$ cat src/rtl/spram_pkg.sv
// Shared types for the single-port RAM and its FIFO controller.
package spram_pkg;

    localparam int SPRAM_DATA_BITS = 8;

    typedef enum logic {
        SPRAM_READ  = 1'b0,
        SPRAM_WRITE = 1'b1
    } spram_mode_e;

    typedef enum logic {
        SFIFO_IDLE    = 1'b0,
        SFIFO_RD_WAIT = 1'b1
    } spram_fifo_state_e;

endpackage

$ cat src/rtl/spram.sv
// Single-port RAM: one operation per cycle, write or registered read.
module spram
    import spram_pkg::*;
#(
    parameter int SIZE      = 32,
    parameter int DATA_BITS = SPRAM_DATA_BITS,
    parameter int ADDR_BITS = $clog2(SIZE)
) (
    input  logic                 clk,
    input  spram_mode_e          mode,
    input  logic [ADDR_BITS-1:0] rd_addr,
    input  logic [ADDR_BITS-1:0] wr_addr,
    input  logic [DATA_BITS-1:0] data_wr,
    output logic [DATA_BITS-1:0] data_rd
);

    logic [DATA_BITS-1:0] mem_q [SIZE];
    logic [DATA_BITS-1:0] data_rd_q;

    always_ff @(posedge clk) begin
        if (mode == SPRAM_WRITE) begin
            mem_q[wr_addr] <= data_wr;
        end else begin
            data_rd_q <= mem_q[rd_addr];
        end
    end

    assign data_rd = data_rd_q;

endmodule

$ cat src/rtl/spram_fifo.sv
// FIFO controller over the single-port spram with a first-word-fall-through output register.
// Optional SPRAM_FIFO_BYPASS_EN: a push into an empty, idle FIFO loads the output register directly.
module spram_fifo
    import spram_pkg::*;
#(
    parameter int DEPTH     = 32,
    parameter int DATA_BITS = 8,
    parameter int ADDR_BITS = $clog2(DEPTH)
) (
    input  logic                 clk,
    input  logic                 rst,
    input  logic                 push_valid,
    output logic                 push_ready,
    input  logic [DATA_BITS-1:0] push_data,
    output logic                 pop_valid,
    input  logic                 pop_ready,
    output logic [DATA_BITS-1:0] pop_data,
    output logic [ADDR_BITS:0]   count
);

    localparam logic [ADDR_BITS-1:0] PTR_LAST  = ADDR_BITS'(DEPTH - 1);
    localparam logic [ADDR_BITS:0]   CNT_DEPTH = (ADDR_BITS + 1)'(DEPTH);

    spram_fifo_state_e    state_q, state_d;
    logic [ADDR_BITS-1:0] wr_ptr_q, wr_ptr_d;
    logic [ADDR_BITS-1:0] rd_ptr_q, rd_ptr_d;
    logic [ADDR_BITS:0]   ram_count_q, ram_count_d;
    logic                 out_valid_q, out_valid_d;
    logic [DATA_BITS-1:0] out_data_q, out_data_d;

    spram_mode_e          mode;
    logic [ADDR_BITS-1:0] rd_addr;
    logic [ADDR_BITS-1:0] wr_addr;
    logic [DATA_BITS-1:0] data_wr;
    logic [DATA_BITS-1:0] data_rd;

    logic read_issue;
    logic push_fire;
    logic pop_fire;
    logic bypass;

    function automatic logic [ADDR_BITS-1:0] ptr_inc(input logic [ADDR_BITS-1:0] p);
        return (p == PTR_LAST) ? '0 : p + 1'b1;
    endfunction

    spram #(
        .SIZE      (DEPTH),
        .DATA_BITS (DATA_BITS)
    ) u_spram (
        .clk     (clk),
        .mode    (mode),
        .rd_addr (rd_addr),
        .wr_addr (wr_addr),
        .data_wr (data_wr),
        .data_rd (data_rd)
    );

    // The in-flight read word is counted in neither ram_count nor out_valid.
    always_comb begin
        count      = ram_count_q + (ADDR_BITS + 1)'(out_valid_q);
        read_issue = (state_q == SFIFO_IDLE) && (ram_count_q != '0) && !out_valid_q;
        push_ready = (count < CNT_DEPTH) && !read_issue;
        push_fire  = push_valid && push_ready;
        pop_fire   = out_valid_q && pop_ready;
`ifdef SPRAM_FIFO_BYPASS_EN
        bypass     = push_fire && (count == '0) && (state_q == SFIFO_IDLE);
`else
        bypass     = 1'b0;
`endif
    end

    always_comb begin
        state_d     = state_q;
        wr_ptr_d    = wr_ptr_q;
        rd_ptr_d    = rd_ptr_q;
        ram_count_d = ram_count_q;
        out_valid_d = out_valid_q;
        out_data_d  = out_data_q;
        mode        = SPRAM_READ;
        rd_addr     = rd_ptr_q;
        wr_addr     = wr_ptr_q;
        data_wr     = push_data;

        case (state_q)
            SFIFO_IDLE: begin
                if (read_issue) begin
                    rd_ptr_d    = ptr_inc(rd_ptr_q);
                    ram_count_d = ram_count_q - 1'b1;
                    state_d     = SFIFO_RD_WAIT;
                end
            end
            SFIFO_RD_WAIT: begin
                out_data_d  = data_rd;
                out_valid_d = 1'b1;
                state_d     = SFIFO_IDLE;
            end
            default: state_d = SFIFO_IDLE;
        endcase

        if (pop_fire) begin
            out_valid_d = 1'b0;
        end

        // push_ready is low during a read issue, so a RAM write never collides with it.
        if (bypass) begin
            out_data_d  = push_data;
            out_valid_d = 1'b1;
        end else if (push_fire) begin
            mode        = SPRAM_WRITE;
            wr_ptr_d    = ptr_inc(wr_ptr_q);
            ram_count_d = ram_count_q + 1'b1;
        end
    end

    always_ff @(posedge clk or posedge rst) begin
        if (rst) begin
            state_q     <= SFIFO_IDLE;
            wr_ptr_q    <= '0;
            rd_ptr_q    <= '0;
            ram_count_q <= '0;
            out_valid_q <= 1'b0;
            out_data_q  <= '0;
        end else begin
            state_q     <= state_d;
            wr_ptr_q    <= wr_ptr_d;
            rd_ptr_q    <= rd_ptr_d;
            ram_count_q <= ram_count_d;
            out_valid_q <= out_valid_d;
            out_data_q  <= out_data_d;
        end
    end

    assign pop_valid = out_valid_q;
    assign pop_data  = out_data_q;

endmodule

$ cat config.mk
export PLATFORM = sky130hd
export DESIGN_NAME = spram_fifo
export DESIGN_NICKNAME = d
export VERILOG_FILES = /design/src/rtl/spram_pkg.sv /design/src/rtl/spram.sv /design/src/rtl/spram_fifo.sv
export SDC_FILE = /design/constraint.sdc
export NUM_CORES = 1
export LEC_CHECK = 0
export ABC_AREA = 1
export BUFFER_PORTS_ARGS = -buffer_cell sky130_fd_sc_hd__buf_2
export CAP_MARGIN = 5
export CORE_UTILIZATION = 47
export CTS_CLUSTER_DIAMETER = 40
export DETAILED_ROUTE_END_ITERATION = 8
export GPL_ROUTABILITY_DRIVEN = 0
export PLACE_DENSITY = 0.64
export SLEW_MARGIN = 10
export SYNTH_ARGS = -nofsm -noshare
export SYNTH_HDL_FRONTEND = slang
export SYNTH_SLANG_ARGS = --single-unit
$ cat constraint.sdc
create_clock -name clk -period 3 [get_ports clk]
set_clock_uncertainty 0.05 [all_clocks]
set_input_delay 0.6 -clock clk [delete_from_list [all_inputs] [get_ports clk]]
set_output_delay 0.6 -clock clk [all_outputs]
set_load 0.05 [all_outputs]
==> results of run 1 <==
-- state kept, by name, indices dropped and copies added (netlist names) --
signal and count:
wr_addr 5, pop_valid 1, state_q 1, rd_addr 5, ram_count_q 6, u_spram.data_rd 8
u_spram.mem_q 256, pop_data 8
-- through the flow --
stage | instance area [um^2] | setup slack [ns] | util
after floorplan | 12170 | 0.1360 | -
after CTS | 14130 | 0.2732 | 0.5595
after global placement | 12790 | 0.4413 | 0.5066
after detailed placement | 12790 | 0.2931 | 0.5066
after global routing | 14130 | 0.002676 | 0.5595
final | 14130 | 0.2450 | 0.5595
-- layout make-up --
class,instances,share of cell area
Sequential cell,290,0.6075
Multi-Input combinational cell,673,0.2221
Clock buffer,45,0.07359
Timing Repair Buffer,71,0.03648
Tap cell,330,0.02922
Clock inverter,27,0.02099
Inverter,38,0.01018
-- report_power, final --
part | switching (uW) | internal, uW
registers | 271 | 4810
clock network | 1800 | 2880
logic | 3600 | 1450
-- logic make-up after synthesis --
family,count (synthesis)
xor+xnor,6
mux,8
simple gates,511
buf+inv,93
compound gates,133
flops,290
fa+ha+maj,15
-- worst register-to-register path, stage by stage, from the launching register on --
cell and delay [ns]:
dfrtp_1 0.47, ha_1 0.24, nand2_1 0.11, nor2_2 0.12
nand2_1 0.06, nand2_1 0.06, nand2_2 0.07, nand3_2 0.16
clkinv_1 0.28, fa_1 0.49, o21ai_0 0.25, xor2_1 0.17
nand2_1 0.06, o21ai_0 0.08
-- layer usage --
metal	up-vias	track usage	wire, um	share of wire
met3	40	0.03056	1613	0.056
met2	282	0.3584	13720	0.48
met5	-	0	0	0
li1	3818	-	-	-
met4	0	0.06287	496	0.017
met1	3992	0.3191	12830	0.45
-- path summary, 6_finish.rpt --
path,end,slack (ns),depth (start not counted)
max,ram_count_q[4],0.25,13
min,pop_data[1],0.16,2
max reg2reg,ram_count_q[4],0.25,13
min reg2reg,pop_data[5],0.43,1
max in group asynchronous,ram_count_q[4],2.12,3
min in group clk,pop_valid,0.21,2
-- placed cells by master (no fill, tap or decap), drive strengths merged, types with 4 or more instances in the layout --
cell type / instances
nand2: 198
dfrtp: 26
inv: 38
nor3: 34
clkinvlp: 4
nand3: 115
nor2: 160
buf: 71
clkinv: 19
ha: 14
bufinv: 4
o21ai: 111
xor2: 4
a21oi: 19
mux2: 8
edfxtp: 264
clkbuf: 45
==> out/results.ini, run 1 <==
[timing]
whs_ns=0.1599
rsz0062_at_grt=no
period_share=0.9183
setup_tns_ns=0
min_period_ns=2.755
tightest_slew_ns=0.7914
setup_viol=0
max_freq_mhz=363.0
slew_headroom=0.4718
finalMaxSlewViolations=0
report.final.hold_viol_count=0

[global_routing]
grt_max_degree=131
antenna_found_initial=0
track_usage=0.2234
grt_pass1_vias=7908
grt_pass1_wl_um=44630
gr-total-overflow=0

[clock_network]
clockRootBuffer=clkbuf_16
cts-hold-fix-buffers=0
clockBufferDepth=3
cts_resized=0
clk_pin_slew_ns=0.06
numClockSinks=290
cts_tree=built
post_cts_buffers=0
clkLatencyLatePin_ns=0.53
cts_max_level=2
cts_buffers=39

[synth]
synthMuxAreaShare=0.007403
synth_top_area_frac=0.6514
ys_warn_count=0
synthAdderAreaFrac=0.01604
ys_types=30
synth_largest_area_cell=edfxtp_1
yosysMostFrequentCell=edfxtp_1
synth.area.top_cells=edfxtp_1, nand2_1, dfrtp_1
netlist_top_cells_count=edfxtp_1, nand2_1, nor2_1
synth_xor_area_frac=0.004318
synth-edff-count=264
synth_top_family_by_area=simple AND/OR/NAND/NOR gates
syn_inst=1056
synth_compound_area_frac=0.05521
async_flop_share=0.08966
synth-simple-area-share=0.1749
ys_seq_area_frac=0.7049
synth_nets=1083
synth.cell_area_um2=12170
synth_flop_cell=edfxtp_1
synth_seq_cells=290
avgSynthCellArea_um2=11.52

[final_layout]
area_delta_synth_final_pct=16.11
fill_cells=2126
drive_above_1_share=0.1355
multiInputGateArea_um2=3138
nets=1140
antenna_cells=0
layout.area.seq_um2=8583
final_cells=1474

[detailed_routing]
drt_iter0_drc=937
drc=0
wl_per_cell_um=19.44
drtPass1Iterations=5
routed_wl_um=28660
via_per_inst=5.517
vias=8132
ant_nets=0

[power]
powerDensity_nw_per_um2=1048
leakage_uw=0.005215
power_uw=14810
peakVddDrop_mv=0.7774

[worst_setup_path]
required_ns=3.38
critPathTopFamily=adder cells
end_kind=register
cp_max_fo=9
rr_startpoint=ram_count_q[0]
startpoint_type=register
crit_arrival_ns=3.14
slowest_delay_ns=0.49
path_common_cell=nand2_1
cp_slowest_cell=fa_1
crit_chain=ha_1 -> nand2_1 -> nor2_2 -> nand2_1 -> nand2_1 -> nand2_2 -> nand3_2 -> clkinv_1 -> fa_1 -> o21ai_0 -> xor2_1 -> nand2_1 -> o21ai_0
critPathBufInv=1
critPathKind=reg2reg
critPathLaunch=ram_count_q[0]

[floorplanning]
io_pins=28
die-height_um=162.9
rows=58
die_w_um=162.9
fp.dieArea_um2=26540
core_area_um2=25250
start_util=0.4819

[placement]
dp.cells=1402
dp_hpwl_um=16710
port_buffers=27

[run_status]
status=completed

[worst_hold_path]
hold_path.class=in2async

[flow_run]
max-cap-violations=0

(Power assumes the default switching activity.)
==> run 2: changes to the inputs <==
- PLACE_DENSITY: 0.64 -> 0.63
==> run 2 against run 1 <==
Clock power decreased by 5.6%. Sequential power about the same. Flip-flop and latch count stayed put. Utilization fell by 0.34 points. Via count is 2.6% lower. Largest cell class unchanged. Cell count is 0.27% lower. Count of clock-buffer cells in the layout fell by 3. Routed wire length decreased by 5.9%. Setup slack better by 0.092 ns.
==> out/results.ini, run 2 (synthesized netlist as in run 1, its figures left out) <==
[run_status]
status=completed

[final_layout]
final_cell_mix=edfxtp_1, nand2_1, nor2_1
largest_reg_flops=256
regMostFlops=u_spram.mem_q
fill_cells=2123
drive_above_1_share=0.1307
area_delta_synth_final_pct=15.40
antenna_cells=0
layout_commonest_cell=edfxtp_1
nets=1140

[detailed_routing]
drt_iter0_drc=798
wl_per_cell_um=18.35
met3WireLength_um=1461
top_layer_used=met4
ant_nets=0
drtPass1Iterations=5
vias=7920
drc=0
via_per_inst=5.388
wl_met1_um=12130
route.met2.wl_um=12570
routed_wl_um=26980

[worst_setup_path]
critPathTopFamily=buffers and inverters
critPathLaunch=ram_count_q[2]
path_common_cell=nor2_1
cp_slowest_cell=dfrtp_1
rr_startpoint=ram_count_q[0]
crit_arrival_ns=2.01
end_kind=output port
required_ns=2.35
crit_chain=nor2_1 -> nand3_1 -> nand2_1 -> buf_4 -> inv_2 -> nor2_1 -> buf_2
critPathBufInv=3
slowest_delay_ns=0.46
cp_max_fo=10
startpoint_type=register
path_depth=7
critPathKind=reg2out
reg2reg_depth=14

[power]
power_switching_share=0.3804
power_frac_comb=0.348
switching_power_uw=5528
p_seq_frac=0.348
peakVddDrop_mv=0.9403
leakage_uw=0.005173
internal_power_uw=9005
powerDensity_nw_per_um2=1035
clockPowerShare=0.304

[clock_network]
cts_tree=built
cts-hold-fix-buffers=0
clockRootBuffer=clkbuf_16
clkLatencyLatePin_ns=0.52
numClockSinks=290
clk_pin_slew_ns=0.05
post_cts_buffers=0
cts_max_level=2
cts_resized=0
cts_buffers=38
clockBufferDepth=3

[global_routing]
gr-total-overflow=0
grt_pass1_wl_um=42440
antenna_found_initial=0
track_usage=0.2105
grt_max_degree=131
grt_pass1_vias=7677

[floorplanning]
fp.dieArea_um2=26540
die_w_um=162.9
io_pins=28
rows=58
die-height_um=162.9
core_area_um2=25250
start_util=0.4819

[timing]
setup_tns_ns=0
finalMaxSlewViolations=0
setup_viol=0
whs_ns=0.2295
slew_headroom=0.3223
report.final.hold_viol_count=0
max_freq_mhz=375.5
layout_setup_ws_ns=0.3371
min_period_ns=2.663
rsz0062_at_grt=no
tightest_slew_ns=1.015
period_share=0.8876

[worst_hold_path]
hold_path.class=in2reg
worst_hold_startpoint=pop_ready
whs_path_depth=2

[placement]
dp_hpwl_um=15630
port_buffers=27
post-place-ws_ns=0.5032

[flow_run]
max-cap-violations=0

[run 2: cell count changes in the layout (fill, tap and decap cells not counted), sizes merged]
cell	delta
buf	+1
clkbuf	-3
clkinv	+1
inv	-3
[run 2: final timing paths]
| check | slack, ns | endpoint |
|---|---|---|
| setup / recovery | 0.34 | push_ready |
| hold / removal | 0.23 | pop_valid |
| setup reg to reg | 0.48 | ram_count_q[5] |
| hold reg to reg | 0.43 | pop_data[3] |
| max in group asynchronous | 1.89 | rd_addr[0] |
| min in group asynchronous | 0.28 | pop_data[2] |
[run 2: worst register-to-register path, stage by stage, from the launching register on]
cell     delay [ns]
dfrtp_1        0.46
ha_1           0.21
nand2_1        0.10
nor2_2         0.12
nand3_1        0.09
nand2_2        0.10
nand3_2        0.20
ha_1           0.40
nand2_1        0.11
inv_1          0.04
nand2_1        0.05
nand3_1        0.10
or2_1          0.24
nand3_1        0.09
nand2_1        0.06
[run 2: per-layer routing]
metal | global-route usage | vias up
met5 | 0 | -
met4 | 0.07901 | 0
met3 | 0.03336 | 54
met2 | 0.3354 | 209
met1 | 0.2917 | 3848
li1 | - | 3809
[run 2: power by group through the flow]
stage               sequential (uW)  clock, uW  combinational [uW]
floorplan                      5260          0                3510
global route                   5100       4680                5640
finish                         5060       4420                5050
CTS                            5050       4490                5080
global placement               5130          0                4990
detailed placement             5140          0                5050
[run 2: through the flow]
| step | util | power, uW | cells | instance area, um^2 |
|---|---|---|---|---|
| after floorplan | - | 8766 | 1056 | 12170 |
| after global placement | 0.5064 | 10120 | 1403 | 12790 |
| after detailed placement | 0.5064 | 10190 | 1403 | 12790 |
| after CTS | 0.5561 | 14620 | 1470 | 14040 |
| after global routing | 0.5561 | 15420 | 1470 | 14040 |
| final | 0.5561 | 14530 | 1470 | 14040 |
[run 2: area by class of cell]
cell class | instances | area (um^2) | area share
Clock buffer | 42 | 987.2 | 0.07030
Clock inverter | 25 | 267.8 | 0.01907
Tap cell | 330 | 412.9 | 0.02940
Timing Repair Buffer | 72 | 510.5 | 0.03635
Multi-Input combinational cell | 673 | 3138 | 0.2234
Inverter | 38 | 143.9 | 0.01025
Sequential cell | 290 | 8583 | 0.6112
